### config.mk
export PLATFORM = sky130hd
export DESIGN_NAME = shift_pipe
export DESIGN_NICKNAME = d
export VERILOG_FILES = /design/src/rtl/shift_pipe.sv
export SDC_FILE = /design/constraint.sdc
export NUM_CORES = 1
export LEC_CHECK = 0
export ABC_CLOCK_PERIOD_IN_PS = 3300
export BUFFER_PORTS_ARGS = -buffer_cell sky130_fd_sc_hd__buf_2
export CORE_MARGIN = 4
export CORE_UTILIZATION = 45
export CTS_BUF_LIST = sky130_fd_sc_hd__clkbuf_4 sky130_fd_sc_hd__clkbuf_8
export DETAILED_ROUTE_END_ITERATION = 10
export PLACE_DENSITY = 0.73
export SETUP_SLACK_MARGIN = 0.4
export SYNTH_ARGS = -nofsm -noshare
export SYNTH_HDL_FRONTEND = slang
export SYNTH_SLANG_ARGS = --single-unit
### constraint.sdc
create_clock -name i_clk -period 3.3 [get_ports i_clk]
set_input_delay 0.165 -clock i_clk [delete_from_list [all_inputs] [get_ports i_clk]]
set_output_delay 0.165 -clock i_clk [all_outputs]
set_load 0.05 [all_outputs]
### src/rtl/shift_pipe.sv
// shift_pipe: pipelined WIDTH-bit barrel shifter with logical, arithmetic and
// rotate modes, out-of-range amount handling and a rounding sticky bit,
// wrapped in a valid/ready stage chain of PIPE (1 or 2) registers.
//
// Optional feature macro: SHIFT_PIPE_STICKY_EN
//   defined   - sticky logic and its per-stage registers are built.
//   undefined - o_sticky is tied to 0; the data path is identical.
//
// All shifting happens on one left ladder. Right shifts reverse the operand
// before the ladder and reverse the result after it. The upper ceil(AMT_W/2)
// ladder levels sit in front of stage 0 when PIPE=2; the lower levels feed
// the output register.
module shift_pipe #(
  parameter int WIDTH = 48,
  parameter int AMT_W = 6,
  parameter int PIPE  = 2
) (
  input  logic             i_clk,
  input  logic             i_rst_n,
  input  logic             i_valid,
  output logic             o_ready,
  input  logic [WIDTH-1:0] i_data,
  input  logic [AMT_W-1:0] i_amt,
  input  logic             i_left,
  input  logic [1:0]       i_mode,
  output logic             o_valid,
  input  logic             i_ready,
  output logic [WIDTH-1:0] o_data,
  output logic             o_sticky
);

  localparam int HI = (AMT_W + 1) / 2;  // levels applied before stage 0
  localparam int LO = AMT_W - HI;       // levels applied before the output
  localparam logic [AMT_W:0] WIDTH_X = (AMT_W + 1)'(WIDTH);

  typedef enum logic [1:0] {
    MODE_LOGIC = 2'b00,
    MODE_ARITH = 2'b01,
    MODE_ROT   = 2'b10,
    MODE_RSVD  = 2'b11
  } mode_e;

  // Operand state between the upper and lower halves of the ladder.
  typedef struct packed {
    logic [WIDTH-1:0] x;       // partially shifted, in left-ladder bit order
    logic [LO-1:0]    amt_lo;  // amount bits still to apply
    logic             fill;    // bit shifted in at the bottom
    logic             rot;     // rotate: wrap top bits instead of filling
    logic             left;    // undo bit reversal at the output when 0
    logic             ovr;     // out-of-range non-rotate: result is all fill
  } mid_t;

  function automatic logic [WIDTH-1:0] bit_rev(input logic [WIDTH-1:0] v);
    logic [WIDTH-1:0] r;
    for (int i = 0; i < WIDTH; i++) r[i] = v[WIDTH-1-i];
    return r;
  endfunction

  // One ladder level: shift left by s, bringing in either the fill bit or
  // the bits that fell off the top (rotate). s is always below WIDTH.
  function automatic logic [WIDTH-1:0] lvl(input logic [WIDTH-1:0] x,
                                           input logic fill, input logic rot,
                                           input int s);
    logic [WIDTH-1:0] lo_mask;
    lo_mask = ~({WIDTH{1'b1}} << s);
    return (x << s) | (rot ? (x >> (WIDTH - s)) : ({WIDTH{fill}} & lo_mask));
  endfunction

  // Bits a level of size s pushes out of the top of the ladder.
  function automatic logic lost(input logic [WIDTH-1:0] x, input int s);
    return |(x >> (WIDTH - s));
  endfunction

  // ---------------------------------------------------------------- decode
  logic             f_rot;
  logic             f_arith;
  logic             f_fill;
  logic             f_oor;
  logic [AMT_W:0]   f_amt_x;
  logic [AMT_W-1:0] f_eff;

  assign f_rot   = (i_mode == MODE_ROT);
  assign f_arith = (i_mode == MODE_ARITH) && !i_left;
  assign f_fill  = f_arith && i_data[WIDTH-1];
  assign f_amt_x = {1'b0, i_amt};
  assign f_oor   = (f_amt_x >= WIDTH_X);
  // 2^AMT_W < 2*WIDTH, so one subtraction brings any rotate amount in range.
  assign f_eff   = (f_rot && f_oor) ? AMT_W'(f_amt_x - WIDTH_X) : i_amt;

  mid_t front;
  mid_t mid;
  logic mid_valid;
  logic adv_out;

`ifdef SHIFT_PIPE_STICKY_EN
  logic front_sticky;
  logic mid_sticky;
  logic back_sticky;
`endif

  // Upper half of the ladder on the incoming operand.
  always_comb begin
    // NOTE: every variable gets a default at the top of the block so no
    // path leaves it unassigned, which would infer a latch.
    front = '0;
`ifdef SHIFT_PIPE_STICKY_EN
    front_sticky = 1'b0;
`endif
    front.x = i_left ? i_data : bit_rev(i_data);
    for (int k = AMT_W - 1; k >= LO; k--) begin
      if (f_eff[k]) begin
`ifdef SHIFT_PIPE_STICKY_EN
        if (!f_rot) front_sticky = front_sticky | lost(front.x, 1 << k);
`endif
        front.x = lvl(front.x, f_fill, f_rot, 1 << k);
      end
    end
    front.amt_lo = f_eff[LO-1:0];
    front.fill   = f_fill;
    front.rot    = f_rot;
    front.left   = i_left;
    front.ovr    = f_oor && !f_rot;
`ifdef SHIFT_PIPE_STICKY_EN
    // Everything is shifted out, so sticky covers the whole operand.
    if (front.ovr) front_sticky = |i_data;
`endif
  end

  logic [WIDTH-1:0] back_x;
  logic [WIDTH-1:0] back_data;

  // Lower half of the ladder, output reversal and out-of-range override.
  always_comb begin
    back_x = mid.x;
`ifdef SHIFT_PIPE_STICKY_EN
    back_sticky = mid_sticky;
`endif
    for (int k = LO - 1; k >= 0; k--) begin
      if (mid.amt_lo[k]) begin
`ifdef SHIFT_PIPE_STICKY_EN
        if (!mid.rot && !mid.ovr) back_sticky = back_sticky | lost(back_x, 1 << k);
`endif
        back_x = lvl(back_x, mid.fill, mid.rot, 1 << k);
      end
    end
    back_data = mid.ovr ? {WIDTH{mid.fill}} : (mid.left ? back_x : bit_rev(back_x));
  end

  // Output stage can load when it is empty or its result is being taken.
  assign adv_out = !o_valid || i_ready;

  if (PIPE == 2) begin : g_two
    logic s0_valid;
    logic adv0;
    mid_t s0_q;

    assign adv0      = !s0_valid || adv_out;
    assign o_ready   = adv0;
    assign mid_valid = s0_valid;
    assign mid       = s0_q;

    // Stage 0: capture the half-shifted operand on every advance.
    always_ff @(posedge i_clk or negedge i_rst_n) begin
      // NOTE: state is updated with non-blocking assignments so every
      // register samples the values from before this clock edge.
      if (!i_rst_n) begin
        s0_valid <= 1'b0;
        s0_q     <= '0;
      end else begin
        if (adv0) s0_valid <= i_valid;
        if (adv0 && i_valid) s0_q <= front;
      end
    end

`ifdef SHIFT_PIPE_STICKY_EN
    logic s0_sticky;
    assign mid_sticky = s0_sticky;

    // Stage 0 partial sticky travels alongside the operand.
    always_ff @(posedge i_clk or negedge i_rst_n) begin
      if (!i_rst_n) s0_sticky <= 1'b0;
      else if (adv0 && i_valid) s0_sticky <= front_sticky;
    end
`endif
  end else begin : g_one
    assign o_ready   = adv_out;
    assign mid_valid = i_valid;
    assign mid       = front;
`ifdef SHIFT_PIPE_STICKY_EN
    assign mid_sticky = front_sticky;
`endif
  end

  // Output register: loads only on a real transfer, holds under backpressure.
  always_ff @(posedge i_clk or negedge i_rst_n) begin
    if (!i_rst_n) begin
      o_valid <= 1'b0;
      o_data  <= '0;
    end else begin
      if (adv_out) o_valid <= mid_valid;
      if (adv_out && mid_valid) o_data <= back_data;
    end
  end

`ifdef SHIFT_PIPE_STICKY_EN
  // Output sticky register follows o_data.
  always_ff @(posedge i_clk or negedge i_rst_n) begin
    if (!i_rst_n) o_sticky <= 1'b0;
    else if (adv_out && mid_valid) o_sticky <= back_sticky;
  end
`else
  assign o_sticky = 1'b0;
`endif

endmodule

==> reports/qor.yml, run 1 <==
clkPwrFrac_pct: 16.9
ir_drop_mv: 0.256
synth_edf_count: 0
async_flop_share_pct: 100
die-area_mm2: 0.0219
power_switching_mw: 2.62
status: "finished, final reports clean"
die_h_um: 148
insertion_delay_ns: 0.41
ant_nets: 0
maxSlewViolCount: 0
grt_usage_pct: 24.6
crit_chain: "inv_1 > a211oi_1 > a21oi_1 > mux4_1 > o221a_2"
drc: 0
cts_tree: "done"
clkSlewWorstSetupHoldPaths_ns: 0.09
placed_cell_area_mm2: 0.00940
tightestPinTransition_ns: 1.11
cts.sinks: 105
netlist.area_leader.share_pct: 29.7
startpoint: "g_two.s0_q[6]$_DFFE_PN0P_"
placed_cells: 1235
critPathCaptureType: "register"
grt_pass1_vias: 7630
final-hold-violation-count: 0
final_cells: 1255
power_density_mw_per_mm2: 604
worstPathRequired_ns: 3.59
final_nets: 1052
drive_gt1_share_pct: 26.5
start_kind: "register"
critPathSlowestCell: "dfrtp_2"
critPathKind: "register to register"
netlist_instances: 930
r2r_cells: 5
seq_power_share_pct: 33.3
hpwl_um: 20100
max_freq_mhz: 376
comb_power_share_pct: 49.8
io_pins: 112
routed_via_density: 6.42
setup_ws_ns: 0.641
io_buffer_count: 110
synth_common_cells: "a21oi_1, dfrtp_1, nor2_1"
antennaDiodeCount: 0
synth_area_mm2: 0.00883
root_buffer: "clkbuf_8"
synth_seq_area_share_pct: 29.7
synth_fp_nets: 992
antenna_found_initial: 0
max_stage_delay_ns: 0.82
grt_pass1_wl_um: 43100
synth.largest_area_cell: "dfrtp_1"
worstReg2RegEnd: "o_data[11]$_DFFE_PN0P_"
place_ws_ns: 0.593
syn_to_final_growth_pct: 9.60
cts_inserted_buffers: 9
p_leak_nw: 4.13
h-tree-depth: 3
std_cell_rows: 50
core_area_mm2: 0.0190
cp-endpoint: "o_data[11]$_DFFE_PN0P_"
ys_warn_count: 0
maxCapViolCount: 0
die-width_um: 148
synth_most_common_cell: "a21oi_1"
initial_utilization_pct: 46.4
relSlewSlack_pct: 26.1
intPower_mw: 3.23
final_area_mm2: 0.00968
skew_ns: 0.0200
yosys.cell_types.count: 60
cts.path.max_buffers: 2
grt_max_degree: 63
synth_area_leaders: "dfrtp_1, mux4_1, a21oi_1"
syn_area_per_cell_um2: 9.50
whs_path_depth: 2
min_period_ns: 2.66
dr.pass1.iters: 5
crit_fanout: 32
min_path_type: "primary input to register"
cp.arrival_ns: 2.95
r2r_slack_ns: 0.64
overflow: 0
rsz0062_at_grt: "false"
routed-via-count: 8061
netSwitchingFraction_pct: 44.7
setup_viol: 0
wl_per_cell_um: 21.5
power_mw: 5.85
gp_congestion: 0.944
setup_tns_ns: 0
ys_ff_latch: 105
wirelength_um: 27000
drtIter0Drc: 1114
synth_flop_cell: "dfrtp_1"
cts_resized: 0
timing.final.crit_share_pct: 80.6
r2r_start: "g_two.s0_q[6]$_DFFE_PN0P_"
[per-stage QoR]
step                      utilization (%)  hold slack [ns]
after floorplan                         -           -0.131
after global placement               49.4            0.299
after detailed placement             49.4            0.307
after CTS                            50.9           0.0303
after global routing                 50.9           0.0331
final                                50.9           0.0335
[registers in the layout (all words and copies together), names as in the netlist]
name,cells
o_valid,1
g_two.s0_q,55
o_data,48
g_two.s0_valid,1
[power by group through the flow]
stage / combinational, mW / sequential (mW) / clock, mW
3_3_place_gp: 2.85 / 1.95 / 0
4_1_cts: 2.91 / 1.94 / 0.993
3_5_place_dp: 2.89 / 1.96 / 0
2_1_floorplan: 1.62 / 2.50 / 0
5_1_grt: 3.12 / 1.99 / 1.06
6_report: 2.91 / 1.95 / 0.990
[metal layers]
metal / track usage [%] / routed length [um]
met4: 9.93 / 902
met3: 5.55 / 2720
met2: 36.3 / 12000
met5: 0 / 0
met1: 35.2 / 11300
[critical path, delay by kind of cell, from the launching register on]
family | cells | cell delay (ns)
flops | 1 | 0.82
mux | 1 | 0.56
buf+inv | 1 | 0.48
compound gates | 3 | 0.69
[cells in the final DEF (no fill, tap or decap), drive strengths merged, types with 3 or more instances in the layout]
| master | synthesis | routed |
|---|---|---|
| and3 | 18 | 18 |
| clkbuf | 44 | 10 |
| bufinv | 0 | 3 |
| nand2 | 74 | 74 |
| a221oi | 19 | 19 |
| dlygate4sd3 | 0 | 4 |
| a211oi | 14 | 14 |
| o221a | 22 | 22 |
| inv | 5 | 6 |
| nor2b | 4 | 4 |
| mux4 | 50 | 50 |
| a21o | 11 | 11 |
| mux2 | 41 | 41 |
| o21ai | 54 | 54 |
| or2 | 9 | 9 |
| a21boi | 3 | 3 |
| buf | 47 | 140 |
| nor2 | 80 | 80 |
| dfrtp | 105 | 105 |
| mux2i | 46 | 46 |
| and2 | 4 | 4 |
| nand2b | 23 | 23 |
| o221ai | 24 | 24 |
| nor3 | 36 | 36 |
| o31ai | 8 | 8 |
| o22a | 14 | 14 |
| nand3 | 12 | 12 |
| a221o | 16 | 16 |
| o211ai | 3 | 3 |
| a21oi | 118 | 118 |
[worst min-delay path by stage]
stage / startpoint / end
final: i_valid / g_two.s0_valid$_DFFE_PN0N_
after global routing: i_valid / g_two.s0_valid$_DFFE_PN0N_
after CTS: i_valid / g_two.s0_valid$_DFFE_PN0N_
after detailed placement: i_rst_n / o_valid$_DFFE_PN0P_
after global placement: i_rst_n / o_valid$_DFFE_PN0P_
after floorplan: i_rst_n / g_two.s0_q[0]$_DFFE_PN0P_
[repair_timing]
action,CTS,global route
hold buffers,4,0
endpoints found under the hold margin,62,0
setup buffers,0,0
[final cells by class]
cell class | instances | area (um2)
repair buffers | 144 | 831
fillers | 1759 | 9340
clock buffers | 10 | 131
inverters | 5 | 18.8
flip-flops and latches | 105 | 2630
clock inverters | 6 | 115
well taps | 260 | 325
multi-input cells | 725 | 5630
[logic make-up (layout without fill, tap and decap cells)]
family	count (synthesis)	count (layout)	share of synthesized area, %
xor gates and xnor gates	2	2	0.368
and+or+nand+nor	266	266	14.2
other	1	1	0.0425
buffers and inverters	100	165	6.66
muxes	137	137	24.4
adders and majority gates	1	1	0.142
DFF	105	105	29.7
AOI/OAI and AO/OA	318	318	24.4
(Power assumes the default switching activity.)
==> inputs of run 2 (changes only) <==
--- a/config.mk
+++ b/config.mk
@@ -5,13 +5,13 @@
 export SDC_FILE = /design/constraint.sdc
 export NUM_CORES = 1
 export LEC_CHECK = 0
-export ABC_CLOCK_PERIOD_IN_PS = 3300
+export ABC_CLOCK_PERIOD_IN_PS = 2400
 export BUFFER_PORTS_ARGS = -buffer_cell sky130_fd_sc_hd__buf_2
 export CORE_MARGIN = 4
 export CORE_UTILIZATION = 45
 export CTS_BUF_LIST = sky130_fd_sc_hd__clkbuf_4 sky130_fd_sc_hd__clkbuf_8
 export DETAILED_ROUTE_END_ITERATION = 10
-export PLACE_DENSITY = 0.73
+export PLACE_DENSITY = 0.75
 export SETUP_SLACK_MARGIN = 0.4
 export SYNTH_ARGS = -nofsm -noshare
 export SYNTH_HDL_FRONTEND = slang
==> constraint.sdc (replaced) <==
create_clock -name i_clk -period 2.4 [get_ports i_clk]
set_input_delay 0.12 -clock i_clk [delete_from_list [all_inputs] [get_ports i_clk]]
set_output_delay 0.12 -clock i_clk [all_outputs]
set_load 0.05 [all_outputs]
==> run 2 against run 1 <==
First-iteration DRC count decreased by 5.5%. Critical endpoint is now o_data[32]$_DFFE_PN0P_. Wire length up 5.8%. Final cell count rose by 2.3%. Largest power group unchanged. Core utilization grew 3.0 points. Combinational power increased by 56%. Clock-buffer cell count increased by 3.
==> reports/qor.yml, run 2 (synthesis gave the netlist of run 1 again) <==
maxCapViolCount: 0
min_period_ns: 2.12
routed-via-count: 8521
crit_chain: "buf_12 > buf_6 > mux4_2 > mux4_2 > o221a_4"
place_ws_ns: -0.00110
netSwitchingFraction_pct: 45.7
dr.pass1.iters: 6
final_area_mm2: 0.0102
antenna_found_initial: 0
worst_path_most_repeated_cell: "mux4_2"
critPathBufInv: 2
clkPwrFrac_pct: 12.8
h-tree-depth: 3
cts.path.max_buffers: 2
antennaDiodeCount: 0
utilization_pct: 53.9
setup_viol: 0
critPathKind: "register to register"
gp_congestion: 0.982
insertion_delay_ns: 0.39
max_stage_delay_ns: 0.52
status: "finished, final reports clean"
grtUsageMet1_pct: 36.0
syn_to_final_growth_pct: 16.0
met3_usage_pct: 5.79
hpwl_um: 20000
final_cell_mix: "a21oi_1, buf_2, dfrtp_1"
power_density_mw_per_mm2: 804
critPathSlowestCell: "dfrtp_4"
comb_power_share_pct: 55.2
core_area_mm2: 0.0190
skew_ns: 0.0115
critPathTopFamily: "multiplexers"
p_leak_nw: 4.27
cts_inserted_buffers: 9
root_buffer: "clkbuf_8"
cts_tree: "done"
die_h_um: 148
timing.final.crit_share_pct: 88.3
final-hold-violation-count: 0
grt_pass1_vias: 7962
ant_nets: 0
routed_via_density: 6.64
cts.sinks: 105
drive_gt1_share_pct: 34.4
worstPathRequired_ns: 2.67
critPathCaptureType: "register"
ir_drop_mv: 0.311
tightestPinTransition_ns: 0.747
setup_tns_ns: 0
cp.arrival_ns: 2.39
die-width_um: 148
grt_usage_pct: 25.4
maxSlewViolCount: 0
intPower_mw: 4.47
setup_ws_ns: 0.282
top_register: "g_two.s0_q"
die-area_mm2: 0.0219
drc: 0
seq_power_share_pct: 32.0
crit_fanout: 6
hold_ws_ns: 0.149
wirelength_um: 28500
io_buffer_count: 110
io_pins: 112
grt_max_degree: 49
grt-busiest-layer: "met2"
largest_reg_flops: 55
drtIter0Drc: 1053
grtUsageMet2_pct: 37.9
power_switching_mw: 3.77
std_cell_rows: 50
rsz0062_at_grt: "true"
start_kind: "register"
n_fill_cell: 1740
min_path_type: "primary input to register"
overflow: 0
max_freq_mhz: 472
placed_cell_area_mm2: 0.00962
clkSlewWorstSetupHoldPaths_ns: 0.09
grt_pass1_wl_um: 44800
final_nets: 1082
relSlewSlack_pct: 50.0
initial_utilization_pct: 46.4
wl_per_cell_um: 22.2
top_regs: "g_two.s0_q: 55 flops, o_data: 48 flops"
-- run 2: final timing paths --
check                                                from                          to  slack [ns]  cells after the start
worst max-delay path            g_two.s0_q[6]$_DFFE_PN0P_      o_data[32]$_DFFE_PN0P_        0.28                      5
worst min-delay path                              i_ready         o_valid$_DFFE_PN0P_        0.15                      3
worst max register to register  g_two.s0_q[6]$_DFFE_PN0P_      o_data[32]$_DFFE_PN0P_        0.28                      5
worst min register to register     o_data[43]$_DFFE_PN0P_      o_data[43]$_DFFE_PN0P_        0.51                      1
max in group asynchronous                         i_rst_n  g_two.s0_q[45]$_DFFE_PN0P_        1.43                      3
min in group asynchronous                         i_rst_n  g_two.s0_q[31]$_DFFE_PN0P_        0.28                      2
-- run 2: cell type report --
| cell class | instances | area, um2 | share of cell area [%] |
|---|---|---|---|
| Tap cell | 260 | 325 | 3.17 |
| Inverter | 5 | 27.5 | 0.269 |
| Clock buffer | 13 | 166 | 1.62 |
| Multi-Input combinational cell | 725 | 5790 | 56.5 |
| Clock inverter | 2 | 13.8 | 0.134 |
| Sequential cell | 105 | 2640 | 25.7 |
| Timing Repair Buffer | 174 | 1290 | 12.6 |
-- run 2: what timing repair did --
item | 4_1_cts | 5_1_grt
gates cloned | 4 | 1
buffers inserted | 3 | 4
endpoints found under the setup margin | 48 | 83
endpoints found under the hold margin | 42 | 0
hold buffers | 5 | 0
pin swaps | 2 | 4
gates resized for setup | 35 | 52
-- run 2: metal layers --
metal,up-vias,routed length [um],share of wire [%]
met5,-,0,0
met4,0,1070,3.8
met3,76,2890,10
met2,535,12900,45
met1,4138,11600,41
li1,3772,-,-
-- run 2: worst min-delay path, cell delays in order --
cell and delay [ns]:
buf_2 0.09, nand2b_1 0.21, nand2b_1 0.08
-- run 2: metrics by stage --
step	instances	power, mW
after floorplan	930	5.70
after global placement	1252	6.67
after detailed placement	1252	6.75
after CTS	1279	7.95
after global routing	1284	8.65
final	1284	8.24
-- run 2: power groups by stage --
stage	clock (mW)	sequential, mW	combinational [mW]
floorplan	0	3.44	2.25
global placement	0	2.63	4.04
detailed placement	0	2.65	4.10
CTS	1.06	2.60	4.29
global route	1.14	2.69	4.82
finish	1.05	2.64	4.55
